[config.mk]
export PLATFORM = sky130hd
export DESIGN_NAME = vga_capture
export DESIGN_NICKNAME = d
export VERILOG_FILES = /design/src/rtl/vga_timing_pkg.sv /design/src/rtl/vga_sync_edge.sv /design/src/rtl/vga_capture.sv
export SDC_FILE = /design/constraint.sdc
export NUM_CORES = 1
export LEC_CHECK = 0
export CORE_AREA = 2 2 131 133
export CTS_CLUSTER_DIAMETER = 200
export DETAILED_ROUTE_END_ITERATION = 10
export DIE_AREA = 0 0 133 135
export SYNTH_ARGS = -nofsm -noshare
export SYNTH_HDL_FRONTEND = slang
export SYNTH_SLANG_ARGS = --single-unit
[constraint.sdc]
create_clock -name clk -period 10.1 [get_ports clk]
set_clock_uncertainty 0.15 [all_clocks]
set_input_delay 1.01 -clock clk [delete_from_list [all_inputs] [get_ports clk]]
set_output_delay 1.01 -clock clk [all_outputs]
set_load 0.1 [all_outputs]
[src/rtl/vga_timing_pkg.sv]
// Nominal 640x480 VGA raster constants and capture state encoding, shared by the
// generator and the capture block.
package vga_timing_pkg;

  localparam int unsigned VgaHActive = 640;
  localparam int unsigned VgaHFp     = 16;
  localparam int unsigned VgaHSync   = 96;
  localparam int unsigned VgaHBp     = 48;
  localparam int unsigned VgaVActive = 480;
  localparam int unsigned VgaVFp     = 10;
  localparam int unsigned VgaVSync   = 2;
  localparam int unsigned VgaVBp     = 33;
  localparam logic        VgaSyncPol = 1'b0;

  localparam int unsigned VgaHTotal = VgaHActive + VgaHFp + VgaHSync + VgaHBp;
  localparam int unsigned VgaVTotal = VgaVActive + VgaVFp + VgaVSync + VgaVBp;
  localparam int unsigned VgaHStart = VgaHSync + VgaHBp;
  localparam int unsigned VgaVStart = VgaVSync + VgaVBp;

  typedef enum logic [1:0] {
    StSearch,
    StMeasure,
    StLocked
  } cap_state_e;

endpackage

[src/rtl/vga_sync_edge.sv]
// Input stage: registers syncs and RGB, and flags the leading hsync edge.
// Sync outputs are normalised to active-high regardless of SyncPol.
module vga_sync_edge #(
  parameter logic SyncPol = 1'b0
) (
  input  logic        clk_i,
  input  logic        rst_i,
  input  logic        h_sync_i,
  input  logic        v_sync_i,
  input  logic [11:0] rgb_i,
  output logic        vs_o,
  output logic        h_edge_o,
  output logic [11:0] rgb_o
);

  logic        hs1_q;
  logic        vs1_q;
  logic        hs2_q;
  logic [11:0] rgb_q;

  always_ff @(posedge clk_i) begin
    if (rst_i) begin
      hs1_q <= ~SyncPol;
      vs1_q <= ~SyncPol;
      hs2_q <= ~SyncPol;
      rgb_q <= '0;
    end else begin
      hs1_q <= h_sync_i;
      vs1_q <= v_sync_i;
      hs2_q <= hs1_q;
      rgb_q <= rgb_i;
    end
  end

  assign vs_o     = (vs1_q == SyncPol);
  assign h_edge_o = (hs1_q == SyncPol) && (hs2_q != SyncPol);
  assign rgb_o    = rgb_q;

endmodule

[src/rtl/vga_capture.sv]
// VGA receiver: recovers raster position from sync edges, verifies the timing and,
// once locked, streams visible pixels to a frame buffer at row*H_ACTIVE+col.
module vga_capture import vga_timing_pkg::*; #(
  parameter int unsigned H_ACTIVE = VgaHActive,
  parameter int unsigned H_FP     = VgaHFp,
  parameter int unsigned H_SYNC   = VgaHSync,
  parameter int unsigned H_BP     = VgaHBp,
  parameter int unsigned V_ACTIVE = VgaVActive,
  parameter int unsigned V_FP     = VgaVFp,
  parameter int unsigned V_SYNC   = VgaVSync,
  parameter int unsigned V_BP     = VgaVBp,
  parameter logic        SYNC_POL = VgaSyncPol
) (
  input  logic        clk,
  input  logic        rst,
  input  logic        h_sync,
  input  logic        v_sync,
  input  logic [3:0]  Red,
  input  logic [3:0]  Green,
  input  logic [3:0]  Blue,
  output logic        wr_en,
  output logic [31:0] wr_addr,
  output logic [15:0] wr_data,
  output logic        frame_start,
  output logic        locked,
  output logic        timing_err
);

  localparam int unsigned H_TOTAL = H_ACTIVE + H_FP + H_SYNC + H_BP;
  localparam int unsigned V_TOTAL = V_ACTIVE + V_FP + V_SYNC + V_BP;
  localparam int unsigned H_START = H_SYNC + H_BP;
  localparam int unsigned V_START = V_SYNC + V_BP;
  localparam int unsigned CntW    = 16;

  localparam logic [CntW-1:0] HMax     = CntW'(2 * H_TOTAL - 1);
  localparam logic [CntW-1:0] HLastCnt = CntW'(H_TOTAL - 1);
  localparam logic [CntW-1:0] VLastCnt = CntW'(V_TOTAL - 1);
  localparam logic [CntW-1:0] VMax     = '1;
  localparam logic [CntW-1:0] HLo      = CntW'(H_START);
  localparam logic [CntW-1:0] HHi      = CntW'(H_START + H_ACTIVE);
  localparam logic [CntW-1:0] VLo      = CntW'(V_START);
  localparam logic [CntW-1:0] VHi      = CntW'(V_START + V_ACTIVE);

  logic        vs;
  logic        h_edge;
  logic [11:0] rgb;

  vga_sync_edge #(
    .SyncPol (SYNC_POL)
  ) u_sync_edge (
    .clk_i    (clk),
    .rst_i    (rst),
    .h_sync_i (h_sync),
    .v_sync_i (v_sync),
    .rgb_i    ({Red, Green, Blue}),
    .vs_o     (vs),
    .h_edge_o (h_edge),
    .rgb_o    (rgb)
  );

  cap_state_e      state_q, state_d;
  logic [CntW-1:0] h_cnt_q, h_cnt_d;
  logic [CntW-1:0] v_cnt_q, v_cnt_d;
  logic            vs_lat_q, vs_lat_d;
  logic [31:0]     addr_q, addr_d;
  logic            wr_en_q, frame_start_q, timing_err_q, locked_q;
  logic [31:0]     wr_addr_q;
  logic [15:0]     wr_data_q;

  logic frame_ev, line_bad, frame_bad, h_sat, err, wr, in_win;

  always_comb begin
    h_sat     = !h_edge && (h_cnt_q == HMax - CntW'(1));
    frame_ev  = h_edge && vs && !vs_lat_q;
    line_bad  = h_edge && (h_cnt_q != HLastCnt);
    frame_bad = frame_ev && (v_cnt_q != VLastCnt);
    vs_lat_d  = h_edge ? vs : vs_lat_q;

    if (h_edge)                h_cnt_d = '0;
    else if (h_cnt_q == HMax)  h_cnt_d = HMax;
    else                       h_cnt_d = h_cnt_q + CntW'(1);

    if (frame_ev)                      v_cnt_d = '0;
    else if (h_edge && v_cnt_q != VMax) v_cnt_d = v_cnt_q + CntW'(1);
    else                               v_cnt_d = v_cnt_q;

    state_d = state_q;
    err     = 1'b0;
    unique case (state_q)
      StSearch: begin
        if (frame_ev) state_d = StMeasure;
      end
      StMeasure: begin
        if (line_bad || h_sat || frame_bad) begin
          state_d = StSearch;
          err     = 1'b1;
        end else if (frame_ev) begin
          state_d = StLocked;
        end
      end
      StLocked: begin
        if (line_bad || h_sat || frame_bad) begin
          state_d = StSearch;
          err     = 1'b1;
        end
      end
      default: state_d = StSearch;
    endcase

    // Window uses this sample's position, i.e. the next-state counters.
    in_win = (h_cnt_d >= HLo) && (h_cnt_d < HHi) && (v_cnt_d >= VLo) && (v_cnt_d < VHi);
    wr     = (state_d == StLocked) && in_win;

    if (frame_ev) addr_d = '0;
    else if (wr)  addr_d = addr_q + 32'd1;
    else          addr_d = addr_q;
  end

  always_ff @(posedge clk) begin
    if (rst) begin
      state_q       <= StSearch;
      h_cnt_q       <= '0;
      v_cnt_q       <= '0;
      vs_lat_q      <= 1'b0;
      addr_q        <= '0;
      wr_en_q       <= 1'b0;
      wr_addr_q     <= '0;
      wr_data_q     <= '0;
      frame_start_q <= 1'b0;
      timing_err_q  <= 1'b0;
      locked_q      <= 1'b0;
    end else begin
      state_q       <= state_d;
      h_cnt_q       <= h_cnt_d;
      v_cnt_q       <= v_cnt_d;
      vs_lat_q      <= vs_lat_d;
      addr_q        <= addr_d;
      wr_en_q       <= wr;
      wr_addr_q     <= wr ? addr_q : '0;
      wr_data_q     <= wr ? {4'b0000, rgb} : '0;
      frame_start_q <= frame_ev;
      timing_err_q  <= err;
      locked_q      <= (state_d == StLocked);
    end
  end

  assign wr_en       = wr_en_q;
  assign wr_addr     = wr_addr_q;
  assign wr_data     = wr_data_q;
  assign frame_start = frame_start_q;
  assign timing_err  = timing_err_q;
  assign locked      = locked_q;

endmodule

# == Word-level counts from Yosys, hierarchy flattened ==
# Cells that the tools add are included.
# W data, S select, Z words.
# op_classes
n_mux,10
reduce_logical,20
n_div,0
addsub,3
shift,0
mul,0
bitwise,4
n_eq_ne,8
magnitude_cmp,4
# ops
operator,count
$mux W16,4
$add A16 B1 Y16 const B,2
$add A32 B1 Y32 const B,1
$eq A16 B11 Y1 const B,2
$lt A16 B10 Y1 const B,2
$ne A16 B10 Y1 const B,2
$ge A16 B6 Y1 const B,1
$ge A16 B8 Y1 const B,1
$ne A16 B16 Y1 const B,1
$logic_and A1 B1 Y1,11
$mux W2,4
$reduce_or A2 Y1,4
$pmux W2 S3,1
$eq A2 B2 Y1 const B,2
$not A1 Y1,4
$eq A2 B1 Y1 const B,1
$logic_not A1 Y1,2
$logic_not A2 Y1,1
$logic_or A1 B1 Y1,2
$mux W1,1
# word_totals
reg_bits,134
input_bits,16
elab_cells,65
mem_bits_ro,0
latch_bits,0
output_inout_bits,52
ramBits,0
memories,0

# == Longest topological paths before layout ==
# Gate-level depths: netlist of the first run.
# depth
word_depth,12
mapped_depth,13
ltp_nobuf,10

# == By module ==
# From an unflattened synthesis of the first run, not the netlist that was laid out.
# unflattened
hier_cells,651
hier_area_um2,5771.8
# modules_own_cells
module,seq_area_each_um2,n_inst,cells_per_inst,area_per_inst_um2
vga_capture,2302.2,1,618,5351.4
vga_sync_edge,300.3,1,33,420.4

# == Least setup slack after synthesis of the first run ==
# No wires, ideal clock.
# synth_timing
kind,register to register
from,reg h_cnt_q[6]
to,reg addr_q[24]
slack_ns,6.621
t_required_ns,9.818
setup_ns,0.132
stages_incl_launch_ff,13
synth_period_minus_slack_ns,3.479
arrival_time_ns,3.197
path_buffers,4
path_cell_list,dfxtp_1 -> buf_6 -> or4_4 -> or4_4 -> a22oi_2 -> a31oi_1 -> nand3b_1 -> or4_1 -> buf_2 -> clkbuf_1 -> buf_2 -> o31ai_1 -> a21oi_1
# synth_between
elab_chain_len,8
elab_cells_between_ends,20
cone_classes,1 x add/sub; 2 x order compare; 4 x eq/ne; 5 x mux; 8 x reduce/logical
# synth_lines
item,line_no,text
from (decl),vga_capture.sv:62,"logic [CntW-1:0] h_cnt_q, h_cnt_d;"
from (signal assigned),vga_capture.sv:134,h_cnt_q <= h_cnt_d;
"$add A16 B1 Y16, or another cell as far along",vga_capture.sv:81,else h_cnt_d = h_cnt_q + CntW'(1);
"$mux W16, or another cell as far along",vga_capture.sv:80,else if (h_cnt_q == HMax) h_cnt_d = HMax;
$mux W16 or $logic_or A1 B1 Y1 (tied branches),"vga_capture.sv:79, vga_capture.sv:94, vga_capture.sv:102",
"$ge A16 B8 Y1, or another cell as far along",vga_capture.sv:111,in_win = (h_cnt_d >= HLo) && (h_cnt_d < HHi) && (v_cnt_d >= VLo) && (v_cnt_d < VHi);
"$logic_and A1 B1 Y1, or another cell as far along",vga_capture.sv:111,
$logic_and A1 B1 Y1 or $pmux W2 S3 (tied branches),"vga_capture.sv:111, vga_capture.sv:89",
$logic_and A1 B1 Y1 or $eq A2 B2 Y1 (tied branches),"vga_capture.sv:111, vga_capture.sv:112",
$logic_and A1 B1 Y1 *,vga_capture.sv:112,wr = (state_d == StLocked) && in_win;
to (signal assigned),vga_capture.sv:137,addr_q <= addr_d;
to (decl),vga_capture.sv:65,"logic [31:0] addr_q, addr_d;"
# Every way passes the cells marked *; elsewhere a longest branch is shown, timed or not.
# A chain may end at the register's enable or synchronous reset.

# == Worst setup path in the final report of the first run ==
# layout_timing
from,reg u_sync_edge.hs2_q
to,"reg wr_data_q[4], in the netlist wr_data[4]"
# layout_between
elab_chain_len,11
elab_cells_between_ends,29
cone_classes,4 x order compare; 1 x eq/ne; 8 x mux; 1 x bitwise; 15 x reduce/logical
# layout_lines
item,line_no,text
from (decl),vga_sync_edge.sv:18,logic hs2_q;
from (signal assigned),vga_sync_edge.sv:25,hs2_q <= ~SyncPol;
from (signal assigned),vga_sync_edge.sv:30,hs2_q <= hs1_q;
$logic_and A1 B1 Y1 *,vga_sync_edge.sv:36,assign h_edge_o = (hs1_q == SyncPol) && (hs2_q != SyncPol);
branches (longest 7 deep; another with $ge A16 B6 Y1),--,
$logic_and A1 B1 Y1 *,vga_capture.sv:112,
$not A1 Y1 (no source line) *,--,
$reduce_or A2 Y1 (no source line) *,--,
to (signal assigned),vga_capture.sv:140,"wr_data_q <= wr ? {4'b0000, rgb} : '0;"
to (decl),vga_capture.sv:68,logic [15:0] wr_data_q;
# Mark *: on every way between the ends.

==> flow_summary.json, run 1 <==
{
  "status": "complete, no violations",
  "synth_area_per_cell_sq_um": 8.892,
  "postCtsHoldBufs": 0,
  "synth_cell_types": 57,
  "worstPathRequired_ns": 10.30,
  "path_max_fanout": 68,
  "clkLatencyLatePin_ns": 0.41,
  "viasPerCell": 5.302,
  "firstDrtPassIters": 5,
  "slew_violations": 0,
  "synth_ff_type": "dfxtp_1",
  "die_w_um": 133,
  "cts.sinks": 130,
  "switching_share_pct": 22.17,
  "clk_path_buf_depth": 2,
  "async_flop_share_pct": 0,
  "syn_to_final_growth_pct": 22.42,
  "clk_pin_slew_ns": 0.06,
  "vdd_ir_drop_max_mv": 0.1155,
  "start_util_pct": 34.90,
  "hold_end": "wr_data[2]",
  "cts-root-buf": "clkbuf_16",
  "r2r_end": "wr_data[4]",
  "rsz0062_at_grt": "no",
  "maxSlewHeadroom_pct": 24.12,
  "place_area_sq_mm": 0.006412,
  "antenna_cells": 0,
  "grt_pass1_wl_um": 21620,
  "r2r_start": "u_sync_edge.hs2_q",
  "antenna_found_initial": 0,
  "drt_iter0_markers": 432,
  "routed_wl_um": 13230,
  "dieArea_sq_mm": 0.01796,
  "syn_inst": 644,
  "cp_data_arrival_time_ns": 5.11,
  "reg2reg_slack_ns": 5.19,
  "layout-drive-gt1-share_pct": 6.957,
  "hpwl_um": 8943,
  "period_needed_ns": 4.910,
  "holdCritPathClass": "reg -> reg",
  "p_int_uw": 908.6,
  "grt_max_degree": 69,
  "yosysWarnings": 0,
  "final_hold_viol_count": 0,
  "cts_tree": "done",
  "path_common_cell": "and2_1",
  "stdcell_area_sq_mm": 0.007010,
  "rr_worst_depth": 8,
  "slowest_delay_ns": 1.17,
  "post_cts_resized": 0,
  "timing.hold.ws_ns": 0.2724,
  "gr-usage-all-layers_pct": 14.87,
  "max-cap-violations": 0,
  "core_area_sq_mm": 0.01641,
  "holdCritStartpoint": "u_sync_edge.rgb_o[2]",
  "row_count": 47,
  "postCtsSetupBuffers": 0,
  "yosysSeqAreaShare_pct": 45.44,
  "worstPathCellList": "nor2b_1 -> and2_1 -> and3b_1 -> a221oi_1 -> or4_1 -> or4_2 -> nor3_4 -> and2_1",
  "ys_ff_latch": 130,
  "cts_buffers": 17,
  "post_drt_wl_per_cell_um": 14.54,
  "grt.overflow.total": 0,
  "dieHeight_um": 135,
  "seq_power_share_pct": 44.6,
  "io_buffers": 63,
  "power_density_mw_per_mm2": 166.5,
  "endpoint_kind": "register",
  "post-route-period-util_pct": 48.61,
  "startpoint_type": "register",
  "gp_congestion": 0.8878,
  "clock_power_share_pct": 52.6,
  "setup-violations-final": 0,
  "combinationalPowerShare_pct": 2.8,
  "crit_type": "reg -> reg",
  "worstMarginPinSlew_ns": 1.138,
  "p_leak_nw": 2.378,
  "netlist_area_sq_mm": 0.005727,
  "synth_edf_count": 0,
  "min_path_cells": 1,
  "ant_nets": 0,
  "cts_htree_levels": 4,
  "drc_errors": 0,
  "power_mw": 1.167,
  "tns_ns": 0,
  "power_switching_uw": 258.9,
  "vias": 4825,
  "grt_pass1_vias": 4457,
  "fin_nets": 702,
  "fmax_mhz": 203.7,
  "ios": 68,
  "cp_slowest_cell": "or4_2"
}
worst max path at each step:
stage	from	end	slack [ns]
final	u_sync_edge.hs2_q	wr_data[4]	5.19
after global routing	u_sync_edge.hs2_q	wr_addr[29]	4.73
after CTS	u_sync_edge.hs2_q	wr_addr[29]	5.17
after detailed placement	u_sync_edge.hs2_q	wr_data[8]	5.19
after global placement	u_sync_edge.hs2_q	wr_addr[30]	5.38
after floorplan	h_cnt_q[6]	addr_q[24]	6.62
synth_stat cells, types with 21 or more instances:
library cell,n,area share (%)
nand4_1,31,3.4
and2_1,54,5.9
nand3_1,21,1.8
or4_1,31,4.1
a21oi_1,50,4.4
nor2_1,44,2.9
clkbuf_1,36,2.4
nand2_1,32,2.1
dfxtp_1,130,45
o31ai_1,29,3.8
kinds of logic after synthesis:
logic type	Yosys count	share of synthesized area (%)
flops	130	45.44
compound gates	111	12.30
mux	3	0.5244
simple gates	298	30.30
xor+xnor	28	4.282
other cells	1	0.06548
buf+inv	64	5.113
fa+ha+maj	9	1.966
critical path: cells and delay by family (launching register included):
family | cells | cell delay [ns]
simple gates | 7 | 4.24
flops | 1 | 0.32
compound gates | 1 | 0.11
power by group through the flow:
stage | Sequential (mW) | Clock (mW) | Combinational (mW)
final | 0.521 | 0.614 | 0.0323
after global routing | 0.522 | 0.648 | 0.0353
after CTS | 0.521 | 0.629 | 0.0323
after detailed placement | 0.532 | 0 | 0.0324
after global placement | 0.532 | 0 | 0.0319
after floorplan | 0.532 | 0 | 0.0230
layout make-up:
class                      count  area [sq um]
inverter                      10         37.54
sequential                   130          2603
timing repair buffer          65         645.6
clock buffer                  19         452.9
clock inverter                13         145.1
fill                        1586          9397
tap                          220         275.3
multi-input combinational    453          2851
through the flow:
| stage | setup slack (ns) | util, % | instances |
|---|---|---|---|
| after global routing | 4.730 | 42.73 | 910 |
| after CTS | 5.170 | 42.73 | 910 |
| after global placement | 5.375 | 39.08 | 878 |
| after floorplan | 6.621 | - | 647 |
| final | 5.190 | 42.73 | 910 |
| after detailed placement | 5.192 | 39.08 | 878 |
registers in the layout (all words and copies together), names as in the netlist, 2 cells and up:
signal / cells
addr_q: 32
wr_addr: 32
h_cnt_q: 16
v_cnt_q: 16
u_sync_edge.rgb_o: 12
wr_data: 12
state_q: 2
per-layer routing:
layer | wire, um | GRT usage (%) | vias to the layer above
met5 | 0 | 0 | -
met4 | 242 | 6.213 | 0
met3 | 558 | 3.941 | 22
met2 | 6363 | 24.04 | 132
met1 | 6067 | 18.87 | 2292
li1 | - | - | 2379
layout by cell type (no fill, tap or decap), types with 3 or more instances in the layout:
cell type | Yosys | layout
dfxtp_1 | 130 | 130
clkdlybuf4s50_1 | 0 | 63
and2_1 | 54 | 54
a21oi_1 | 50 | 50
nor2_1 | 44 | 44
nand2_1 | 32 | 32
nand4_1 | 31 | 31
or4_1 | 31 | 30
o31ai_1 | 29 | 29
nand3_1 | 21 | 21
clkbuf_16 | 0 | 17
nor2b_1 | 14 | 14
xor2_1 | 14 | 14
nor3_1 | 14 | 14
xnor2_1 | 14 | 14
and3_1 | 12 | 12
inv_1 | 10 | 10
ha_1 | 9 | 9
or3_1 | 8 | 8
nand2b_1 | 7 | 7
and4_1 | 7 | 7
o21ai_0 | 7 | 7
a31oi_1 | 5 | 5
nor4_1 | 5 | 5
inv_6 | 0 | 5
conb_1 | 1 | 4
nor3b_1 | 3 | 3
mux2i_1 | 3 | 3
or2_2 | 3 | 3
clkinvlp_4 | 0 | 3
(Power assumes the default switching activity.)
==> inputs of run 2 (changes only) <==
clock period = 4.8 ns   (was 10.1 ns; I/O delays follow)
==> run 2 against run 1 <==
  * Non-clock buffer count is 3 higher
  * Register-to-register slack lost 4.4 ns
  * Clock-buffer cell count shrank 1
  * Cell count grew 0.33%
  * Critical path depth increased by 2
  * Cell area up 0.46%
  * Via count grew 0.37%
  * Hold slack worse by 0.0014 ns
  * Combinational power grew 110%
  * Power up 110%
  * Sequential power is 110% higher
  * Critical endpoint is now addr_q[18]
  * Largest cell class unchanged
==> flow_summary.json, run 2 (synthesis results as in run 1) <==
{
  "path_max_fanout": 68,
  "drc_errors": 0,
  "fmax_mhz": 247.4,
  "dieHeight_um": 135,
  "slew_violations": 0,
  "finalNonFillerCells": 913,
  "power_mw": 2.477,
  "place_area_sq_mm": 0.006435,
  "io_buffers": 63,
  "power_density_mw_per_mm2": 351.7,
  "p_leak_nw": 2.387,
  "gr-usage-all-layers_pct": 14.18,
  "start_util_pct": 34.90,
  "grt_pass1_vias": 4332,
  "status": "complete, no violations",
  "cts.sinks": 130,
  "fin_nets": 705,
  "core_area_sq_mm": 0.01641,
  "antenna_found_initial": 0,
  "hpwl_um": 8497,
  "cts-root-buf": "clkbuf_16",
  "crit_type": "reg -> reg",
  "cp_slowest_cell": "or4_2",
  "grt_max_degree": 69,
  "cp_data_arrival_time_ns": 4.23,
  "path_common_cell": "or4_1",
  "antenna_cells": 0,
  "rsz0062_at_grt": "no",
  "cp_num_buf_inv": 1,
  "grt.overflow.total": 0,
  "worstPathCellList": "ha_1 -> nand3_1 -> nor3_1 -> xnor2_1 -> nand2_1 -> or4_1 -> or4_2 -> buf_4 -> or4_1 -> a21oi_1",
  "post_cts_resized": 0,
  "syn_to_final_growth_pct": 22.98,
  "cts_tree": "done",
  "die_w_um": 133,
  "post-route-util_pct": 42.93,
  "final_hold_viol_count": 0,
  "post-route-period-util_pct": 84.20,
  "layout-drive-gt1-share_pct": 7.215,
  "cts_htree_levels": 4,
  "viasPerCell": 5.304,
  "post_drt_wl_per_cell_um": 13.81,
  "postCtsSetupBuffers": 0,
  "clkLatencyLatePin_ns": 0.42,
  "worstPathRequired_ns": 4.99,
  "routed_wl_um": 12600,
  "cts_buffers": 17,
  "placed_cells": 881,
  "postCtsHoldBufs": 0,
  "worstMarginPinSlew_ns": 1.139,
  "final_common_cell": "dfxtp_1",
  "vdd_ir_drop_max_mv": 0.2535,
  "row_count": 47,
  "startpoint_type": "register",
  "cp_top_family": "simple AND/OR/NAND/NOR gates",
  "max-cap-violations": 0,
  "setup-violations-final": 0,
  "final_cell_mix": "dfxtp_1, clkdlybuf4s50_1, and2_1",
  "clk_path_buf_depth": 2,
  "vias": 4843,
  "clk_pin_slew_ns": 0.06,
  "gp_congestion": 0.8734,
  "dieArea_sq_mm": 0.01796,
  "ios": 68,
  "holdCritPathClass": "reg -> reg",
  "stdcell_area_sq_mm": 0.007043,
  "maxSlewHeadroom_pct": 24.08,
  "drt_iter0_markers": 363,
  "grt_pass1_wl_um": 20680,
  "period_needed_ns": 4.041,
  "ant_nets": 0,
  "firstDrtPassIters": 5,
  "tns_ns": 0,
  "slowest_delay_ns": 0.64,
  "endpoint_kind": "register"
}
==> run 2: per-layer routing <==
layer  global-route usage [%]  routed length, um  vias up
li1                         -                  -     2397
met1                    17.50               5706     2304
met2                    23.26               6123      125
met3                    4.467                605       17
met4                    5.317                168        0
met5                        0                  0        -
==> run 2: area by class of cell <==
type / instances / area, sq um
Clock buffer: 18 / 429.2
Clock inverter: 14 / 178.9
Fill cell: 1557 / 9364
Inverter: 10 / 37.54
Multi-Input combinational cell: 453 / 2851
Sequential cell: 130 / 2603
Tap cell: 220 / 275.3
Timing Repair Buffer: 68 / 668.1
==> run 2: worst paths after layout <==
| kind | start | to | slack (ns) | depth (start not counted) |
|---|---|---|---|---|
| hold reg to reg | u_sync_edge.rgb_o[10] | wr_data[10] | 0.27 | 1 |
| hold / removal | u_sync_edge.rgb_o[10] | wr_data[10] | 0.27 | 1 |
| setup reg to reg | h_cnt_q[0] | addr_q[18] | 0.76 | 10 |
| setup / recovery | h_cnt_q[0] | addr_q[18] | 0.76 | 10 |
==> run 2: metrics by stage <==
| stage | hold slack, ns | worst slack [ns] |
|---|---|---|
| floorplan | 0.2557 | 1.321 |
| global placement | 0.2590 | 0.8222 |
| detailed placement | 0.2645 | 0.7901 |
| CTS | 0.2722 | 0.7738 |
| global route | 0.2842 | 0.4196 |
| finish | 0.2710 | 0.7586 |
==> run 2: worst register-to-register path, stage by stage, from the launching register on <==
cell and delay, ns:
dfxtp_1 0.44, ha_1 0.28, nand3_1 0.30, nor3_1 0.33
xnor2_1 0.19, nand2_1 0.09, or4_1 0.49, or4_2 0.64
buf_4 0.31, or4_1 0.58, a21oi_1 0.17
==> run 2: power breakdown <==
part	internal [mW]	switching [mW]
registers	1.09	0.00719
clock network	0.823	0.488
logic	0.0242	0.0446
total	1.94	0.540
